===== config.mk =====
export PLATFORM = sky130hd
export DESIGN_NAME = seq_pattern_detector
export DESIGN_NICKNAME = d
export VERILOG_FILES = /design/src/rtl/seq_pattern_detector.sv
export SDC_FILE = /design/constraint.sdc
export NUM_CORES = 1
export LEC_CHECK = 0
export CAP_MARGIN = 25
export CORE_ASPECT_RATIO = 0.75
export CORE_MARGIN = 2
export CORE_UTILIZATION = 50
export DETAILED_ROUTE_END_ITERATION = 7
export DONT_BUFFER_PORTS = 1
export PLACE_DENSITY = 0.66
export SLEW_MARGIN = 5
export SYNTH_ARGS = -nofsm -noshare
export SYNTH_HDL_FRONTEND = slang
export SYNTH_SLANG_ARGS = --single-unit

===== constraint.sdc =====
create_clock -name clk -period 3 [get_ports clk]
set_clock_uncertainty 0.2 [all_clocks]
set_input_delay 0.9 -clock clk [delete_from_list [all_inputs] [get_ports clk]]
set_output_delay 0.9 -clock clk [all_outputs]
set_load 0.03 [all_outputs]

===== src/rtl/seq_pattern_detector.sv =====
// Runtime-programmable serial pattern detector with overlap control, registered
// one-cycle match pulse and saturating match counter.
module seq_pattern_detector #(
  parameter int                 MAX_LEN     = 16,
  parameter int                 CNT_W       = 16,
  parameter logic [MAX_LEN-1:0] RST_PATTERN = 16'b0000_0000_0001_0110,
  parameter int                 RST_LEN     = 5,
  parameter bit                 RST_OVERLAP = 1'b1,
  localparam int                LW          = $clog2(MAX_LEN+1)
) (
  input  logic               clk,
  input  logic               resetn,
  input  logic               cfg_we,
  input  logic [MAX_LEN-1:0] cfg_pattern,
  input  logic [LW-1:0]      cfg_len,
  input  logic               cfg_overlap,
  input  logic               seq,
  input  logic               valid,
  input  logic               count_clr,
  output logic               detected,
  output logic [CNT_W-1:0]   detect_count
);

  logic [MAX_LEN-1:0] pat_q;
  logic [LW-1:0]      len_q;
  logic               ovl_q;
  logic [MAX_LEN-1:0] hist_q;
  logic [LW-1:0]      fill_q;

  logic [MAX_LEN-1:0] hist_d;
  logic [LW-1:0]      fill_inc;
  logic [MAX_LEN-1:0] len_mask;
  logic [LW-1:0]      len_clamp;
  logic               accept;
  logic               match;

  always_comb begin
    accept   = valid && !cfg_we;
    hist_d   = {hist_q[MAX_LEN-2:0], seq};
    fill_inc = (fill_q == LW'(MAX_LEN)) ? fill_q : fill_q + 1'b1;
    len_mask = '0;
    for (int unsigned i = 0; i < MAX_LEN; i++)
      len_mask[i] = (i < 32'(len_q));
    len_clamp = (cfg_len > LW'(MAX_LEN)) ? LW'(MAX_LEN) : cfg_len;
    // The match is judged on the post-shift history, so the pulse lands on the
    // same edge that accepts the final pattern bit.
    match = accept && (len_q >= LW'(2)) && (fill_inc >= len_q) &&
            (((hist_d ^ pat_q) & len_mask) == '0);
  end

  always_ff @(posedge clk or negedge resetn) begin
    if (!resetn) begin
      pat_q        <= RST_PATTERN;
      len_q        <= LW'(RST_LEN);
      ovl_q        <= RST_OVERLAP;
      hist_q       <= '0;
      fill_q       <= '0;
      detected     <= 1'b0;
      detect_count <= '0;
    end else begin
      detected <= match;
      if (cfg_we) begin
        pat_q  <= cfg_pattern;
        len_q  <= len_clamp;
        ovl_q  <= cfg_overlap;
        hist_q <= '0;
        fill_q <= '0;
      end else if (valid) begin
        hist_q <= hist_d;
        fill_q <= (match && !ovl_q) ? '0 : fill_inc;
      end
      if (count_clr)
        detect_count <= '0;
      else if (match && (detect_count != '1))
        detect_count <= detect_count + 1'b1;
    end
  end

endmodule


# Word level (Yosys, flattened, before mapping)
# Cells that the tools add are included.
dict set report classes {
  n_reduce_logical 11
  bitwise_logic 2
  order_cmp 19
  muxes 9
  n_eq_ne 2
  add_sub_neg 2
}
# cell n
set op_table {}
lappend op_table {{$lt 4x5->1 const A} 8}
lappend op_table {{$mux 16} 2}
lappend op_table {{$mux 15} 2}
lappend op_table {{$mux 5} 5}
lappend op_table {{$lt 3x5->1 const A} 4}
lappend op_table {{$add 16x1->16 const B} 1}
lappend op_table {{$and 16x16->16} 1}
lappend op_table {{$logic_not 16->1} 1}
lappend op_table {{$ne 16x16->1 const B} 1}
lappend op_table {{$xor 16x16->16} 1}
lappend op_table {{$lt 1x5->1 const A} 2}
lappend op_table {{$lt 2x5->1 const A} 2}
lappend op_table {{$logic_and 1x1->1} 6}
lappend op_table {{$add 5x1->5 const B} 1}
lappend op_table {{$eq 5x5->1 const B} 1}
lappend op_table {{$ge 5x2->1 const B} 1}
lappend op_table {{$ge 5x5->1} 1}
lappend op_table {{$gt 5x5->1 const B} 1}
lappend op_table {{$reduce_bool 2->1} 2}
lappend op_table {{$logic_not 1->1} 2}
dict set report word_totals {
  reg_bits 59
  wordCells 52
  input_bits 28
}

# Longest topological paths before layout
# Gate-level depths: netlist of run 1.
dict set report depth {
  ltp_word 9
  mapped_depth 14
  mapped_depth_nobuf 12
}

# Least setup slack after synthesis of run 1
# No wires, ideal clock.
dict set report synth_timing {
  kind {register to register}
  from {reg fill_q[0]}
  to {reg detect_count[7]}
  setup_ns 0.078
  arrival_time_ns 2.963
  path_buffers 1
  required_ns 2.722
  setup_slack_ns -0.241
  stages_incl_launch_ff 14
  cell_sequence {dfrtp_1 inv_1 ha_1 nor4bb_1 xnor2_1 ha_1 nand2b_1 a211oi_1 o21ai_0 nand2_1 or4b_4 buf_6 or3_1 a21oi_1}
}
dict set report synth_via {
  elab_chain_cells 7
  word_cells_on_any_way 8
}
# item line_no
set synth_lines {}
lappend synth_lines {{start, declared} 28} ;# logic [LW-1:0] fill_q;
lappend synth_lines {{start signal, assigned} 70} ;# fill_q <= (match && !ovl_q) ? '0 : fill_inc;
lappend synth_lines {{$add 5x1->5 or $eq 5x5->1 (tied branches)} 40} ;# fill_inc = (fill_q == LW'(MAX_LEN)) ? fill_q : fill_q + 1'b1;
lappend synth_lines {{$mux 5 (*)} 40}
lappend synth_lines {{$ge 5x5->1 (*)} 47} ;# match = accept && (len_q >= LW'(2)) && (fill_inc >= len_q) &&
lappend synth_lines {{$logic_and 1x1->1 (*) (2 in series)} 47}
lappend synth_lines {{$logic_and 1x1->1 (*)} 74} ;# else if (match && (detect_count != '1))
lappend synth_lines {{$reduce_bool 2->1 (no source line) (*)} n/a}
lappend synth_lines {{end signal, assigned} 75} ;# detect_count <= detect_count + 1'b1;
lappend synth_lines {{end, declared} 21} ;# output logic [CNT_W-1:0] detect_count
# Mark *: on every way between the ends. The rest lies on a longest branch, timed or not.
# A chain may end at the register's enable or synchronous reset.

# Final worst setup path of run 1
dict set report layout_timing {
  from {reg fill_q[1]}
  to {reg detect_count[11]}
}
# Same word-level chain as after synthesis.

==> results of run 1 <==
## cells by family after synthesis
| group | count (synthesis) | share of synthesized area |
|---|---|---|
| AO/OA/AOI/OAI | 60 | 0.118 |
| XOR/XNOR | 20 | 0.0550 |
| adder cells (fa/ha/maj) | 8 | 0.0314 |
| buffers and inverters | 24 | 0.0405 |
| flip-flops | 59 | 0.466 |
| multiplexers | 36 | 0.121 |
| AND/OR/NAND/NOR | 104 | 0.168 |
## path summary, 6_finish.rpt
kind | start | endpoint | slack (ps) | depth (start not counted)
max | fill_q[1] | detect_count[11] | -110 | 12
min | resetn | detect_count[1] | 50 | 0
max reg2reg | fill_q[1] | detect_count[11] | -110 | 12
min reg2reg | pat_q[11] | pat_q[11] | 330 | 1
max in group asynchronous | resetn | pat_q[1] | 2350 | 0
min in group clk | pat_q[11] | pat_q[11] | 330 | 1
## registers in the layout (all words and copies together) (netlist names)
name,flops
detect_count,16
detected,1
fill_q,5
hist_q,15
len_q,5
ovl_q,1
pat_q,16
## layer usage
metal	share of wire	vias to the layer above	wire length (um)	GRT usage
li1	-	1175	-	-
met1	0.48	1212	3460	0.348
met2	0.43	89	3090	0.278
met3	0.073	12	526	0.0692
met4	0.015	0	107	0.0714
met5	0	-	0	0
## power by group through the flow
stage | logic, mW | registers, mW | clock network [mW]
floorplan | 0.162 | 0.869 | 0
finish | 0.194 | 0.869 | 0.877
global route | 0.213 | 0.875 | 0.922
CTS | 0.185 | 0.869 | 0.896
global placement | 0.167 | 0.883 | 0
detailed placement | 0.170 | 0.884 | 0
## worst max-delay path: stages, from the launching register on
cell	delay, ps
dfrtp_1	390
inv_2	80
ha_4	130
nor4bb_4	260
xnor2_1	120
ha_1	280
nand2b_4	110
a211oi_2	70
o21ai_2	170
nand2_2	110
or4b_4	540
or4_1	420
a21oi_1	150
## synth_stat cells, types with 2 or more instances
cell / count / area (um2)
inv_2: 2 / 7.51
o21ai_0: 18 / 90.1
o21ai_1: 2 / 10.0
buf_1: 2 / 7.51
xnor2_1: 15 / 131
a32o_1: 4 / 40.0
a21oi_1: 17 / 85.1
nand2_1: 20 / 75.1
mux2_2: 20 / 225
mux2i_1: 16 / 160
o31ai_1: 3 / 22.5
or4_1: 4 / 30.0
nand4_1: 4 / 25.0
and3_1: 3 / 18.8
a221oi_1: 2 / 17.5
o22ai_1: 5 / 31.3
clkbuf_1: 7 / 26.3
inv_1: 6 / 22.5
nand2b_1: 3 / 18.8
dfrtp_1: 53 / 1330
ha_1: 8 / 100
dfstp_2: 6 / 158
or3_1: 8 / 50.1
nor2_1: 33 / 124
and4_1: 2 / 17.5
nor2b_1: 5 / 31.3
buf_6: 5 / 56.3
nand3_1: 11 / 55.1
xor2_1: 5 / 43.8
nor3_1: 3 / 15.0
## through the flow
step | hold WS, ps | setup TNS (ps)
finish | 47.2 | -350
floorplan | 290 | -8.68
global placement | 315 | -409
global route | 28.2 | -2210
detailed placement | 319 | -1750
CTS | 22.9 | -238
## layout make-up
class | instances | area (um2)
Clock buffer | 9 | 124
Clock inverter | 7 | 116
Fill cell | 527 | 2450
Inverter | 9 | 33.8
Multi-Input combinational cell | 230 | 1730
Sequential cell | 59 | 1480
Tap cell | 81 | 101
Timing Repair Buffer | 24 | 191
## what timing repair did
action	4_1_cts	5_1_grt
gates cloned	2	0
buffers inserted	2	2
pin swaps	22	9
endpoints found under the setup margin	13	15
gates resized for setup	12	21
==> out/qor.csv, run 1 <==
metric,value,unit
outcome,finished with violations,
failing checks,negative setup slack,
CTS buffer count,9,
drt first pass iters,4,
worst vdd ir,351,uV
"EDFF count, synth",0,
hold buffers post-CTS,0,
Post-DRT Antenna Nets,0,
total track usage,0.220,
Rel. slew slack,0.709,
total power,1.94,mW
Least-Margin Pin Slew,437,ps
final slew viol count,0,
fmax,322,MHz
DP HPWL,4850,um
"Design Area, Final",0.00378,mm2
synthesis-to-layout area growth,18.6,%
setup violators final,8,
ANT cells,0,
Worst Path Required,3070,ps
CTS tree,yes,
Comb power frac,0.100,
Initial Utilization,0.511,
Setup Crit Path Kind,reg2reg,
worst hold path type,in2async,
core area,0.00622,mm2
Final Hold Fails,0,
Placed Cells,397,
"most common cell after layout, fill and taps aside",dfrtp_1,
cell area after synthesis,0.00318,mm2
dpl ws,-239,ps
post-DR wirelength/cell,17.1,um
number of global-route vias before repair,2247,
fin crit period,3110,ps
FP Rows,25,
number of synthesis warnings,0,
CP endpoint kind,flop,
Flop pwr share,0.448,
Boundary Pins,45,
Clock Latency Late Sink,350,ps
vias per cell,5.94,
largest net degree at the start of global routing,60,
CP startpoint kind,flop,
Critical Path AT,3180,ps
ys async rst share,1.00,
antenna violations before repair,0,
Die Footprint,0.00703,mm2
CP Max Fanout,5,
Residual DRC,0,
DP Area,0.00336,mm2
"Core Util, Final",0.607,
Cell Pwr Density,514,mW/mm2
synthesized net count,347,
Leak,1.60,nW
detailed-route via count,2488,
Die Y,73.1,um
WL final,7180,um
max cap viols,0,
gr ovfl total,0,
RSZ-0062 raised after global routing,true,
CTS sink count,59,
share of cells above drive strength 1,0.287,
Die Span X,96.1,um
clock buffer depth,2,
CTS root buf,clkbuf_8,
total number of H-tree levels,3,
first-pass GRT wire length,11500,um
routability cong.,0.892,
Switching Power,0.452,mW
synthesized flop and latch total,59,
Internal,1.49,mW
synth unique cells,49,
clock slew at reported path FFs,80,ps
post-route setup slack,-107,ps
final net count,369,
ys flop type,dfrtp_1,
switching share of power,0.233,
Syn Inst Count,311,
initial DRC count,243,
most frequent cells in the layout,"dfrtp_1 (53), nor2_1 (32), buf_4 (21)",
final cell count without fillers,419,
number of port buffers,0,
Clk network pwr share,0.452,
final critical-path share of the clock period,1.04,
register area share after synthesis,0.466,
Avg Inst Size Synth,10.2,um2
Note: power is estimated with default switching activity, not from simulation.
==> inputs of run 2 (changes only) <==
CAP_MARGIN = 15   (was 25)
CORE_UTILIZATION = 49   (was 50)
CTS_CLUSTER_SIZE = 10   (was unset)
PLACE_DENSITY = 0.64   (was 0.66)
==> run 2 against run 1 <==
  * The flow still finishes with violations (negative setup slack)
  * Combinational power hardly changed
  * Non-clock buffer count grew 2
  * Sequential cell count stayed put
  * Routed wire length grew 1.7%
  * Hold slack worse by 12 ps
  * Power is 7.4% lower
  * Maximum frequency is 1.3% higher
  * First-iteration DRC count fell by 6.2%
  * Via count rose by 1.4%
  * Core utilization decreased by 1.2 points
  * Largest cell class unchanged
  * Highest routed layer unchanged
==> out/qor.csv, run 2 (synthesized netlist as in run 1, its figures left out) <==
metric,value,unit
outcome,finished with violations,
failing checks,negative setup slack,
Boundary Pins,45,
total number of H-tree levels,3,
CP endpoint,detect_count[6],
drt first pass iters,6,
reg2reg end,detect_count[6],
worst reg2reg path startpoint,fill_q[1],
Buffers & Inverters on Critical Path,1,
CP Max Fanout,5,
final slew viol count,0,
share of cells above drive strength 1,0.282,
Critical-path top delay cell,or4b_4,
number of port buffers,0,
routability cong.,0.881,
number of global-route vias before repair,2420,
synthesis-to-layout area growth,17.4,%
fmax,326,MHz
Setup Crit Path Kind,reg2reg,
largest net degree at the start of global routing,60,
cell count of the worst reg-to-reg path,12,
final net count,371,
Critical Path AT,3150,ps
crit path from,fill_q[1],
vias per cell,6.00,
first-pass GRT wire length,12000,um
Die Footprint,0.00716,mm2
fin crit period,3070,ps
R2R Setup Slk,-70,ps
Leak,1.59,nW
max incr delay on CP,580,ps
gr busiest metal,met1,
worst vdd ir,364,uV
worst hold path type,in2async,
Die Y,73.8,um
clock slew at reported path FFs,70,ps
RSZ-0062 raised after global routing,true,
CTS sink count,59,
core area,0.00629,mm2
CP endpoint kind,flop,
post-DR wirelength/cell,17.4,um
CTS buffer count,9,
CP startpoint kind,flop,
post-route setup slack,-67.5,ps
detailed-route via count,2524,
WL final,7310,um
Die Span X,97.1,um
Clock Latency Late Sink,350,ps
FP Rows,25,
CTS tree,yes,
Hold WS,35.1,ps
CP top delay family,simple AND/OR/NAND/NOR gates,
clock buffer depth,2,
Worst Path Required,3080,ps
M1 GR Usage,0.315,
Initial Utilization,0.506,
Least-Margin Pin Slew,418,ps
Post-DRT Antenna Nets,0,
Final Hold Fails,0,
total track usage,0.215,
Residual DRC,0,
final critical-path share of the clock period,1.02,
initial DRC count,228,
GR Util met3,0.0695,
ANT cells,0,
"most common cell after layout, fill and taps aside",dfrtp_1,
biggest regs,"detect_count (16), pat_q (16), hist_q (15)",
DP HPWL,4760,um
worst path cell trace,inv_2 > ha_4 > nor4bb_4 > xnor2_1 > ha_1 > nand2b_4 > a211oi_2 > o21ai_2 > nand2_2 > or4b_4 > or4_1 > a21oi_1,
antenna violations before repair,0,
critical path depth in cells,12,
max cap viols,0,
gr ovfl total,0,
"Core Util, Final",0.594,
setup violators final,4,
Rel. slew slack,0.714,
CTS root buf,clkbuf_8,
Cell Pwr Density,481,mW/mm2
most frequent cells in the layout,"dfrtp_1 (53), nor2_1 (32), buf_4 (23)",
GRT met2 Usage,0.298,
==> run 2: changes by cell type in the layout (fill, tap and decap cells not counted), sizes merged <==
cell,delta
buf,+2
bufinv,-2
clkbuf,+1
clkinv,+1
==> run 2: area by class of cell <==
cell class / instances / area (um2)
Clock buffer: 10 / 138
Clock inverter: 6 / 65.1
Fill cell: 531 / 2550
Inverter: 9 / 33.8
Multi-Input combinational cell: 230 / 1710
Sequential cell: 59 / 1480
Tap cell: 81 / 101
Timing Repair Buffer: 26 / 206
==> run 2: metrics by stage <==
| stage | instances | setup TNS (ps) | setup slack [ps] | instance area, um2 | power (mW) |
|---|---|---|---|---|---|
| after global placement | 397 | -432 | -130 | 3360 | 1.05 |
| after global routing | 421 | -1500 | -193 | 3740 | 1.88 |
| after floorplan | 311 | -8.68 | -5.13 | 3200 | 1.03 |
| final | 421 | -200 | -67.5 | 3740 | 1.80 |
| after CTS | 420 | -451 | -99.8 | 3660 | 1.81 |
| after detailed placement | 397 | -1550 | -233 | 3360 | 1.05 |
==> run 2: worst min path at each step <==
stage,startpoint,end,slack [ps],cells after the start
finish,resetn,pat_q[3],40,0
global route,resetn,pat_q[3],20,0
CTS,resetn,pat_q[3],20,0
detailed placement,pat_q[12],pat_q[12],320,1
global placement,pat_q[12],pat_q[12],320,1
floorplan,len_q[0],len_q[0],290,2
==> run 2: timing repair <==
item / 4_1_cts / 5_1_grt
setup buffers: 5 / 1
cloned: 2 / 0
pin swaps: 18 / 13
hold buffers: 0 / 0
setup endpoints to repair: 13 / 19
gates resized for setup: 9 / 21
==> run 2: routing by layer <==
layer | vias up | wire (um)
li1 | 1182 | -
met1 | 1211 | 3530
met2 | 115 | 3100
met3 | 16 | 547
met4 | 0 | 135
met5 | - | 0
==> run 2: power breakdown <==
part	internal, mW	total (mW)	switching, mW
clock	0.405	0.734	0.329
sequential	0.834	0.870	0.0357
combinational	0.103	0.193	0.0902
total	1.34	1.80	0.455
==> inputs of run 3 (changes only) <==
--- a/constraint.sdc
+++ b/constraint.sdc
@@ -4,2 +4,2 @@
 set_output_delay 0.9 -clock clk [all_outputs]
-set_load 0.03 [all_outputs]
+set_load 0.05 [all_outputs]
==> run 3 against run 2 <==
  * The run still ends with negative setup slack left
  * Critical endpoint is now detect_count[11]
  * Sequential share of layout area decreased by 0.19 points
  * Die area unchanged
  * Hold slack improved by 15 ps
  * Final cell count increased by 0.95%
  * First-iteration DRC count decreased by 1.8%
  * Clock power increased by 8.2%
  * Sequential cell count unchanged
  * Core utilization increased by 0.28 points
  * Routed wire length increased by 2.6%
==> out/qor.csv, run 3 (synthesized netlist as in run 1, its figures left out) <==
metric,value,unit
outcome,finished with violations,
failing checks,negative setup slack,
clock slew at reported path FFs,70,ps
final slew viol count,0,
Critical Path AT,3150,ps
Boundary Pins,45,
Die Y,73.8,um
CP Max Fanout,5,
Final Hold Fails,0,
Die Footprint,0.00716,mm2
setup violators final,9,
DP HPWL,4980,um
"most common cell after layout, fill and taps aside",dfrtp_1,
cell count of the worst reg-to-reg path,12,
worst reg2reg path startpoint,fill_q[0],
CTS tree,yes,
Least-Margin Pin Slew,543,ps
Cell Pwr Density,495,mW/mm2
Worst Path Required,3070,ps
"Core Util, Final",0.597,
worst vdd ir,321,uV
drt first pass iters,7,
post-route setup slack,-83.7,ps
vias per cell,5.89,
reg2reg end,detect_count[11],
Setup Crit Path Kind,reg2reg,
Leak,1.62,nW
fin crit period,3080,ps
post-DR wirelength/cell,17.6,um
Die Span X,97.1,um
gr ovfl total,0,
routability cong.,0.922,
dpl ws,-236,ps
Placed Cells,405,
number of global-route vias before repair,2399,
total number of H-tree levels,3,
Clock Latency Late Sink,340,ps
CP endpoint kind,flop,
FP Rows,25,
max cap viols,0,
core area,0.00629,mm2
biggest regs,"detect_count (16), pat_q (16), hist_q (15)",
WL final,7500,um
number of port buffers,0,
max incr delay on CP,550,ps
Buffers & Inverters on Critical Path,1,
CTS sink count,59,
CP startpoint kind,flop,
worst path cell trace,inv_2 > ha_4 > nor4bb_4 > xnor2_1 > ha_1 > nand2b_4 > a211oi_2 > o21ai_2 > nand2_2 > or4b_4 > or4_1 > a21oi_1,
most frequent cells in the layout,"dfrtp_1 (53), nor2_1 (33), buf_4 (30)",
CTS root buf,clkbuf_8,
first-pass GRT wire length,12100,um
Rel. slew slack,0.638,
final cell count without fillers,425,
Post-DRT Antenna Nets,0,
largest net degree at the start of global routing,60,
total track usage,0.219,
initial DRC count,224,
RSZ-0062 raised after global routing,true,
antenna violations before repair,0,
detailed-route via count,2502,
Initial Utilization,0.506,
share of cells above drive strength 1,0.279,
synthesis-to-layout area growth,18.0,%
R2R Setup Slk,-80,ps
Critical-path top delay cell,or4b_4,
clock buffer depth,2,
Residual DRC,0,
CTS buffer count,9,
fmax,324,MHz
final net count,376,
final critical-path share of the clock period,1.03,
ANT cells,0,
CP top delay family,simple AND/OR/NAND/NOR gates,
worst hold path type,in2async,
hold buffers post-CTS,0,
run 3: cell count changes in the layout (fill, tap and decap cells not counted), sizes merged:
cell | previous run | this run
bufinv | 1 | 2
buf | 26 | 30
clkbuf | 10 | 11
clkinv | 5 | 3
run 3: worst max path at each step:
stage	start	endpoint	slack [ps]	cells after the start
finish	fill_q[0]	detect_count[11]	-80	12
global route	fill_q[0]	detect_count[11]	-250	11
CTS	fill_q[0]	detect_count[11]	-60	12
detailed placement	fill_q[0]	detect_count[11]	-240	12
global placement	fill_q[0]	detect_count[11]	-130	12
floorplan	fill_q[0]	detect_count[9]	-5	13
run 3: layer usage:
| metal | track usage | routed length (um) |
|---|---|---|
| met4 | 0.0563 | 96 |
| met1 | 0.316 | 3710 |
| met2 | 0.312 | 3190 |
| met5 | 0 | 0 |
| met3 | 0.0799 | 504 |
run 3: layout make-up:
class | instances | area (um2)
sequential | 59 | 1480
fill | 539 | 2530
clock inverter | 5 | 77.6
clock buffer | 10 | 138
inverter | 9 | 33.8
timing repair buffer | 31 | 230
tap | 81 | 101
multi-input combinational | 230 | 1690
run 3: where the power goes:
part	total (mW)	leakage [nW]	switching (mW)	internal, mW
logic	0.193	0.745	0.0909	0.102
clock network	0.794	0.108	0.312	0.482
registers	0.870	0.768	0.0357	0.834
run 3: per-stage QoR:
stage	hold slack [ps]	instance area (um2)	power (mW)	TNS (ps)
2_1_floorplan	290	3200	1.03	-8.73
4_1_cts	32.6	3710	1.86	-136
6_report	50.2	3750	1.86	-281
5_1_grt	17.4	3750	1.93	-2540
3_3_place_gp	318	3420	1.05	-492
3_5_place_dp	324	3420	1.06	-1510
run 3: what timing repair did:
item,in CTS,in global routing
pin swaps,13,1
endpoints found under the hold margin,0,0
gates cloned,2,0
endpoints found under the setup margin,13,18
setup buffers,1,2
resized for setup,11,7
